[src/rtl/slow_clk_step_sync.sv]
// slow_clk_step_sync: synchronizes the divided slow clock, turns its edges
// into ticks and converts ticks into req/ack generation-step requests.
// Optional feature macro: STEP_COUNT_EN adds a 16-bit step_count output.

module slow_clk_step_sync #(
    parameter int SYNC_STAGES = 2,
    parameter int CNT_W       = 8
) (
    input  logic             clk,
    input  logic             reset,
    input  logic             slow_clk,
    input  logic [CNT_W-1:0] divisor,
    input  logic             run,
    input  logic             single_step,
    input  logic             step_ack,
    input  logic             clear_overrun,
`ifdef STEP_COUNT_EN
    output logic [15:0]      step_count,
`endif
    output logic             tick,
    output logic             step_req,
    output logic             overrun
);

    typedef enum logic {
        IDLE = 1'b0,
        REQ  = 1'b1
    } state_t;

    logic [SYNC_STAGES-1:0] sync_q;
    logic [SYNC_STAGES-1:0] sync_d;
    logic                   sync_out;
    logic                   prev_q;
    logic                   prev_d;
    logic                   tick_q;
    logic                   tick_d;

    logic [CNT_W-1:0]       cnt_q;
    logic [CNT_W-1:0]       cnt_d;
    logic [CNT_W-1:0]       div_eff;
    logic [CNT_W:0]         cnt_inc;
    logic                   auto_trig;
    logic                   trig;

    state_t                 state_q;
    logic                   step_req_q;
    logic                   overrun_q;
    logic                   overrun_d;

    // Shift slow_clk through the synchronizer chain and detect its rise.
    always_comb begin
        sync_d   = {sync_q[SYNC_STAGES-2:0], slow_clk};
        sync_out = sync_q[SYNC_STAGES-1];
        prev_d   = sync_out;
        tick_d   = sync_out & ~prev_q;
    end

    // Synchronizer, edge-detect and registered tick flops.
    always_ff @(posedge clk or posedge reset) begin
        if (reset) begin
            sync_q <= '0;
            prev_q <= 1'b0;
            tick_q <= 1'b0;
        end else begin
            sync_q <= sync_d;
            prev_q <= prev_d;
            tick_q <= tick_d;
        end
    end

    // Count ticks against the live divisor; the extra bit avoids wrap.
    always_comb begin
        div_eff   = (divisor == '0) ? {{(CNT_W-1){1'b0}}, 1'b1} : divisor;
        cnt_inc   = {1'b0, cnt_q} + {{CNT_W{1'b0}}, 1'b1};
        cnt_d     = cnt_q;
        auto_trig = 1'b0;
        if (tick_q && run) begin
            if (cnt_inc >= {1'b0, div_eff}) begin
                cnt_d     = '0;
                auto_trig = 1'b1;
            end else begin
                cnt_d = cnt_inc[CNT_W-1:0];
            end
        end
        trig = auto_trig | (single_step & ~run);
    end

    // Tick counter register.
    always_ff @(posedge clk or posedge reset) begin
        if (reset) begin
            cnt_q <= '0;
        end else begin
            cnt_q <= cnt_d;
        end
    end

    // A trigger while a step is outstanding is dropped and flagged; set wins.
    always_comb begin
        overrun_d = overrun_q;
        if (clear_overrun) begin
            overrun_d = 1'b0;
        end
        if (trig && state_q == REQ) begin
            overrun_d = 1'b1;
        end
    end

    // Overrun sticky flag.
    always_ff @(posedge clk or posedge reset) begin
        if (reset) begin
            overrun_q <= 1'b0;
        end else begin
            overrun_q <= overrun_d;
        end
    end

    // Step handshake FSM with registered step_req.
    always_ff @(posedge clk or posedge reset) begin
        if (reset) begin
            state_q    <= IDLE;
            step_req_q <= 1'b0;
        end else begin
            unique case (state_q)
                IDLE: begin
                    if (trig) begin
                        state_q    <= REQ;
                        step_req_q <= 1'b1;
                    end
                end
                REQ: begin
                    if (step_ack) begin
                        state_q    <= IDLE;
                        step_req_q <= 1'b0;
                    end
                end
                default: begin
                    state_q    <= IDLE;
                    step_req_q <= 1'b0;
                end
            endcase
        end
    end

`ifdef STEP_COUNT_EN
    logic [15:0] step_count_q;
    logic [15:0] step_count_d;

    // Count completed handshakes, wrapping naturally at 16 bits.
    always_comb begin
        step_count_d = step_count_q;
        if (state_q == REQ && step_ack) begin
            step_count_d = step_count_q + 16'd1;
        end
    end

    // Completed-step counter register.
    always_ff @(posedge clk or posedge reset) begin
        if (reset) begin
            step_count_q <= 16'd0;
        end else begin
            step_count_q <= step_count_d;
        end
    end

    assign step_count = step_count_q;
`endif

    assign tick     = tick_q;
    assign step_req = step_req_q;
    assign overrun  = overrun_q;

endmodule

[config.mk]
export PLATFORM = sky130hd
export DESIGN_NAME = slow_clk_step_sync
export DESIGN_NICKNAME = d
export VERILOG_FILES = /design/src/rtl/slow_clk_step_sync.sv
export SDC_FILE = /design/constraint.sdc
export NUM_CORES = 1
export LEC_CHECK = 0
export CORE_MARGIN = 4
export CORE_UTILIZATION = 36
export CTS_BUF_LIST = sky130_fd_sc_hd__clkbuf_2
export DETAILED_ROUTE_END_ITERATION = 6
export SYNTH_ARGS = -nofsm -noshare
export SYNTH_HDL_FRONTEND = slang
export SYNTH_SLANG_ARGS = --single-unit
export TNS_END_PERCENT = 50
[constraint.sdc]
create_clock -name clk -period 3.55 [get_ports clk]
set_clock_uncertainty 0.05 [all_clocks]
set_input_delay 0.71 -clock clk [delete_from_list [all_inputs] [get_ports clk]]
set_output_delay 0.71 -clock clk [all_outputs]
set_load 0.01 [all_outputs]
# [Word-level counts from Yosys, hierarchy flattened]
# Index checks and enable logic that the tools add are counted.
[op_classes] n_addsub=1 multipliers=0 div_mod_pow=0 n_lt_le_gt_ge=1 eq_ne=2 shift=0 mux=12 bitwise_logic=6 reduce_logical=5
[op_table] op="2-to-1 mux 8 bit" count=2
[op_table] op="adder 8 x 1 -> 9 bit, second input constant" count=1
[op_table] op=">= comparator 9 x 8 -> 1 bit" count=1
[op_table] op="logical NOT 8 bit" count=1
[op_table] op="2-to-1 mux 1 bit" count=8
[op_table] op="!= test 2 bit, second input constant" count=2
[op_table] op="one-hot mux 1 bit (2 select lines)" count=2
[op_table] op="inverter 1 bit" count=3
[op_table] op="AND 1 bit" count=2
[op_table] op="logical AND 1 bit" count=2
[op_table] op="AND reduction 2 bit" count=1
[op_table] op="nonzero test 2 bit" count=1
[op_table] op="OR 1 bit" count=1
[word_totals] register_bits=15 latchBits=0 ram_bits=0 rom_bits=0 in_bits=15 wordCells=34 memories=0

# [Depth between registers and ports, before layout]
# Gate-level depths: netlist of the first run.
[depth] depth_word=8 ltp_mapped=12 mapped_depth_nobuf=11

# [Least setup slack after synthesis of the first run]
# OpenSTA, ideal clock, no wires.
[synth_timing] kind="register to register" startpoint="register cnt_q[0]" endpoint="register state_q" setup_ps=126 arrival_time_ps=2498 required_ps=3374 setup_slack_ps=876 path_stages_with_launch=12 path_buffers=1 cell_sequence="dfrtp_1 -> ha_1 -> nand3_1 -> nor2_1 -> xor2_1 -> ha_1 -> a21o_1 -> a221oi_2 -> o21ai_2 -> a31o_1 -> buf_6 -> a221o_1"
[synth_between] elab_chain_len=7
[synth_rtl] element="from (decl)" line_no="38" source="logic [CNT_W-1:0] cnt_q;"
[synth_rtl] element="from (signal assigned)" line_no="93" source="cnt_q <= cnt_d;"
[synth_rtl] element="adder 8 x 1 -> 9 bit" line_no="74" source="cnt_inc = {1'b0, cnt_q} + {{CNT_W{1'b0}}, 1'b1};"
[synth_rtl] element=">= comparator 9 x 8 -> 1 bit" line_no="78" source="if (cnt_inc >= {1'b0, div_eff}) begin"
[synth_rtl] element="2-to-1 mux 1 bit" line_no="78"
[synth_rtl] element="2-to-1 mux 1 bit" line_no="77" source="if (tick_q && run) begin"
[synth_rtl] element="OR 1 bit" line_no="85" source="trig = auto_trig | (single_step & ~run);"
[synth_rtl] element="2-to-1 mux 1 bit" line_no="125" source="if (trig) begin"
[synth_rtl] element="one-hot mux 1 bit (2 select lines)" line_no="123" source="unique case (state_q)"
[synth_rtl] element="to (signal assigned)" line_no="120" source="state_q <= IDLE;"
[synth_rtl] element="to (signal assigned)" line_no="126" source="state_q <= REQ;"
[synth_rtl] element="to (signal assigned)" line_no="132" source="state_q <= IDLE;"
[synth_rtl] element="to (decl)" line_no="45" source="state_t state_q;"
# Every way passes these cells.
# A chain may end at the register's enable or synchronous reset.

# [Worst setup path after layout of the first run]
# Same ends and word-level chain as after synthesis.

==> impl_metrics.py, run 1 <==
metrics = {
    "global_route": {
        "grtUsageTotal_pct": 11.5,
        "grt_pass1_wl_mm": 3.06,
        "grt_pass1_vias": 710,
        "grt_antenna_before_repair": 0,
        "grt.overflow.total": 0,
        "grt_max_degree": 16,
    },
    "worst_setup_path": {
        "critPathLaunchType": "flop",
        "path_delay_family": "compound AO/OA/AOI/OAI gates",
        "critPathCaptureType": "flop",
        "path_cells": "ha_1 -> nand3_1 -> nor2_1 -> xor2_1 -> ha_1 -> a21o_1 -> a221oi_2 -> o21ai_2 -> a31o_1 -> a221o_1",
        "crit_top_cell": "ha_1",
        "required_ns": 3.68,
        "critPathBufInv": 0,
        "cp.arrival_ns": 3.05,
        "slowest_delay_ns": 0.46,
        "cp_slowest_cell": "dfrtp_1",
        "path_max_fanout": 10,
        "critical_path_class": "flop to flop",
    },
    "logic_synthesis": {
        "yosysUniqueCellTypes": 30,
        "ys_top_cells_by_count": "dfrtp_1, nand2_1, inv_1",
        "synth_flop_cell": "dfrtp_1",
        "ys_ff_latch": 15,
        "synth.cell_area_sq_um": 922,
        "synth_edf_count": 0,
        "synth_most_common_cell": "dfrtp_1",
        "yosysWarnings": 0,
        "synth_area_per_cell_sq_um": 9.41,
        "syn_nets": 122,
        "synth_top_area_cell": "dfrtp_1",
        "synth_seq_area_share_pct": 40.7,
        "synthTopCellsByArea": "dfrtp_1, ha_1, nand2_1",
        "async_reset_ff_share_pct": 100,
        "synthCells": 98,
        "yosysTopAreaCellShare_pct": 40.7,
    },
    "clock_tree": {
        "cts.sink_count": 15,
        "worst_skew_pair.late_latency_ns": 0.27,
        "cts_buffers": 3,
        "clk_pin_slew_worst_paths_ns": 0.13,
        "cts_tree": "done",
        "cts-hold-fix-buffers": 0,
        "postCtsSetupBuffers": 0,
        "ctsResizeCount": 0,
        "root_buffer": "clkbuf_2",
        "clockBufferDepth": 2,
        "htreeDepth": 1,
    },
    "place": {
        "placedCellCount": 143,
        "hpwl_mm": 1.39,
        "globalplace.congestion": 0.833,
        "numPortBuffers": 17,
    },
    "sta": {
        "grt_setup_unrepaired": "false",
        "hold_viol": 0,
        "max_freq_mhz": 341,
        "tns_ns": 0,
        "worstMarginPinSlew_ns": 0.563,
        "setup_viol": 0,
        "fin_crit_sh_pct": 82.5,
        "finalCriticalPeriod_ns": 2.93,
        "hold_slack_ns": 0.320,
        "slew_headroom_pct": 62.4,
        "slew_violations": 0,
    },
    "layout": {
        "antenna_cells": 0,
        "drive_above_1_share_pct": 5.98,
        "final_util_pct": 46.2,
        "nets": 142,
        "syn2layout_area_growth_pct": 23.1,
        "fin_cells": 147,
    },
    "routing": {
        "drtPass1Iterations": 4,
        "wl_per_cell_um": 11.6,
        "routed_via_density": 4.84,
        "first_iter_violations": 8,
        "num_vias": 712,
        "ant_nets": 0,
        "drc": 0,
        "wl_mm": 1.70,
    },
    "floorplanning": {
        "start_util_pct": 37.6,
        "core_area_sq_um": 2450,
        "io_pins": 18,
        "dieWidth_um": 58.6,
        "die_area_sq_um": 3440,
        "std_cell_rows": 18,
        "die_h_um": 58.6,
    },
    "power": {
        "combPwrFrac_pct": 33.5,
        "peakVddDrop_mv": 0.257,
        "cellPowerDensity_nw_per_um2": 405,
        "swShare_pct": 32.9,
        "leakagePower_nw": 0.568,
        "power.total_w": 0.000460,
        "pwr-share-clk_pct": 17.3,
        "pwr-share-seq_pct": 49.2,
        "p_sw_w": 0.000151,
        "internal_power_w": 0.000308,
    },
    "hold_path": {
        "hold_path_class": "flop to flop",
    },
    "flow_run": {
        "maxCapViolCount": 0,
    },
    "outcome": {
        "outcome": "completed",
    },
}
-- logic make-up (layout without fill, tap and decap cells) --
kind of cell,after synthesis,in the layout,share of synthesized area (%)
AND/OR/NAND/NOR,32,32,16.7
adder cells (fa/ha/maj),9,9,12.2
XOR/XNOR,6,6,5.70
flip-flops,15,15,40.7
buffers and inverters,13,32,6.11
AO/OA/AOI/OAI,23,23,18.6
-- layout make-up --
| class | instances | area, sq um |
|---|---|---|
| Clock buffer | 4 | 20.0 |
| Fill cell | 243 | 1320 |
| Inverter | 11 | 41.3 |
| Multi-Input combinational cell | 70 | 490 |
| Sequential cell | 15 | 375 |
| Tap cell | 30 | 37.5 |
| Timing Repair Buffer | 17 | 170 |
-- power by group through the flow --
stage          Sequential (W)  Clock (W)  Combinational (W)
2_1_floorplan        0.000226          0           0.000107
3_3_place_gp         0.000230          0           0.000151
3_5_place_dp         0.000230          0           0.000157
4_1_cts              0.000227  0.0000854           0.000158
5_1_grt              0.000232  0.0000924           0.000181
6_report             0.000226  0.0000795           0.000154
-- worst paths after layout --
check	from	endpoint	slack [ns]	depth (start not counted)
hold reg to reg	sync_q[0]	sync_q[1]	0.32	0
min in group asynchronous	reset	cnt_q[3]	0.72	2
setup reg to reg	cnt_q[0]	state_q	0.62	10
setup / recovery	cnt_q[0]	state_q	0.62	10
hold / removal	sync_q[0]	sync_q[1]	0.32	0
max in group asynchronous	reset	cnt_q[1]	2.36	2
-- worst register-to-register path: cells and delay by family, from the launching register on --
kind	cells	cell delay, ns
compound gates	5	1.20
xor+xnor	1	0.19
fa+ha+maj	2	0.52
flops	1	0.46
simple gates	2	0.41
-- flip-flops by register name (all words and copies together) (netlist names) --
| name | flops |
|---|---|
| cnt_q | 8 |
| state_q | 1 |
| overrun | 1 |
| tick | 1 |
| step_req | 1 |
| sync_q | 2 |
| prev_q | 1 |
-- cells in the final DEF, fill, tap and decap left out, types with 2 or more instances in the layout --
master           instances
nand2b_1                 2
nor2_1                   4
nand3_1                  4
xor2_1                   3
clkbuf_2                 4
o2bb2ai_1                2
clkdlybuf4s50_1         17
a21o_1                   3
nand3b_1                 2
dfrtp_1                 15
and3_1                   2
o21ai_0                  8
xnor2_1                  3
ha_1                     9
nand2_1                 14
inv_1                   11
-- metal layers --
metal | routed length, um | vias up | GRT usage, %
li1 | - | 383 | -
met4 | 0 | 0 | 0.971
met5 | 0 | - | 0
met3 | 89 | 0 | 4.17
met2 | 796 | 10 | 19.0
met1 | 812 | 319 | 15.0
-- per-stage QoR --
step           worst slack (ns)  cell area, sq um
6_report                  0.621              1130
5_1_grt                   0.411              1130
3_5_place_dp              0.393              1110
4_1_cts                   0.599              1130
2_1_floorplan             0.876               922
3_3_place_gp              0.493              1110
(Power assumes the default switching activity.)
==> run 2: changes to the inputs <==
Clock period 3.55 ns to 2.8 ns, I/O delays scaled along.
==> impl_metrics.py, run 2 (synthesis results as in run 1) <==
metrics = {
    "outcome": {
        "outcome": "completed",
    },
    "worst_setup_path": {
        "r2r_setup_slack_ns": 0.16,
        "path_delay_family": "compound AO/OA/AOI/OAI gates",
        "critPathCaptureType": "flop",
        "cp_slowest_cell": "dfrtp_1",
        "path_cells": "nand3_1 -> nor2_2 -> and3_4 -> xnor2_2 -> inv_1 -> ha_1 -> and3_1 -> a221oi_2 -> o21ai_2 -> a31o_1 -> a221o_1",
        "required_ns": 2.95,
        "critPathBufInv": 1,
        "cp.arrival_ns": 2.78,
        "critical_path_class": "flop to flop",
        "critPathLaunchType": "flop",
        "slowest_delay_ns": 0.44,
        "path_max_fanout": 5,
    },
    "global_route": {
        "grt_antenna_before_repair": 0,
        "grt_pass1_wl_mm": 3.32,
        "grt_pass1_vias": 806,
        "grt_max_degree": 16,
        "grt.overflow.total": 0,
        "grtUsageTotal_pct": 12.3,
    },
    "routing": {
        "first_iter_violations": 12,
        "wl_mm": 1.91,
        "routed_via_density": 4.95,
        "num_vias": 762,
        "ant_nets": 0,
        "wl_per_cell_um": 12.4,
        "drc": 0,
        "drtPass1Iterations": 4,
    },
    "power": {
        "leakagePower_nw": 0.599,
        "peakVddDrop_mv": 0.316,
        "cellPowerDensity_nw_per_um2": 520,
        "power.total_w": 0.000629,
    },
    "clock_tree": {
        "worst_skew_pair.late_latency_ns": 0.29,
        "root_buffer": "clkbuf_2",
        "clockBufferDepth": 2,
        "cts_buffers": 3,
        "cts.sink_count": 15,
        "htreeDepth": 1,
        "clk_pin_slew_worst_paths_ns": 0.16,
        "cts_tree": "done",
    },
    "floorplanning": {
        "die_h_um": 58.6,
        "std_cell_rows": 18,
        "start_util_pct": 37.6,
        "io_pins": 18,
        "dieWidth_um": 58.6,
        "die_area_sq_um": 3440,
        "core_area_sq_um": 2450,
    },
    "layout": {
        "drive_above_1_share_pct": 15.3,
        "final_common_cell": "clkdlybuf4s50_1",
        "fill_cells": 247,
        "mostFrequentLayoutCells": "clkdlybuf4s50_1, nand2_1, dfrtp_1",
        "largestRegisters": "cnt_q (8), sync_q (2)",
        "largest_register_ffs": 8,
        "syn2layout_area_growth_pct": 31.1,
        "top_register": "cnt_q",
        "antenna_cells": 0,
        "nets": 149,
        "final_util_pct": 49.2,
    },
    "place": {
        "globalplace.congestion": 0.769,
        "numPortBuffers": 17,
        "hpwl_mm": 1.54,
    },
    "sta": {
        "fin_crit_sh_pct": 94.1,
        "setup_viol": 0,
        "worstMarginPinSlew_ns": 0.556,
        "max_freq_mhz": 379,
        "hold_viol": 0,
        "slew_headroom_pct": 62.9,
        "tns_ns": 0,
        "finalCriticalPeriod_ns": 2.64,
        "slew_violations": 0,
    },
    "hold_path": {
        "hold_path_class": "flop to flop",
    },
    "flow_run": {
        "maxCapViolCount": 0,
    },
}
## run 2: cell type report
class	instances	area, sq um	share of cell area (%)
inverter	11	41.3	3.42
clock buffer	3	15.0	1.24
multi-input combinational	70	508	42.0
timing repair buffer	24	223	18.4
sequential	15	377	31.2
clock inverter	1	7.51	0.621
tap	30	37.5	3.11
## run 2: per-stage QoR
stage / hold slack [ns] / std cells / worst slack [ns] / area, sq um
CTS: 0.332 / 152 / 0.0572 / 1170
global route: 0.342 / 154 / -0.0189 / 1210
detailed placement: 0.287 / 148 / -0.124 / 1150
global placement: 0.285 / 148 / -0.0363 / 1150
floorplan: 0.281 / 98 / 0.126 / 922
finish: 0.328 / 154 / 0.164 / 1210
## run 2: path summary, 6_finish.rpt
check                      cells past startpoint  startpoint   endpoint
setup reg to reg                              11    cnt_q[4]    state_q
hold / removal                                 0   sync_q[0]  sync_q[1]
min in group asynchronous                      2       reset       tick
max in group asynchronous                      2       reset   cnt_q[0]
setup / recovery                              11    cnt_q[4]    state_q
hold reg to reg                                0   sync_q[0]  sync_q[1]
## run 2: what timing repair did
action                                  in CTS  in global routing
buffers inserted                             0                  2
resized for setup                            0                  7
endpoints found under the setup margin       0                 10
hold endpoints to repair                     0                  0
hold buffers                                 0                  0
## run 2: per-layer routing
metal | wire length [um] | vias up | track usage [%]
li1 | - | 392 | -
met1 | 868 | 360 | 15.3
met2 | 972 | 10 | 21.4
met3 | 73 | 0 | 3.95
met4 | 0 | 0 | 1.94
met5 | 0 | - | 0
## run 2: power breakdown
part | internal (W) | switching (W)
clock network | 0.0000333 | 0.0000758
registers | 0.000250 | 0.0000297
logic | 0.000131 | 0.000109
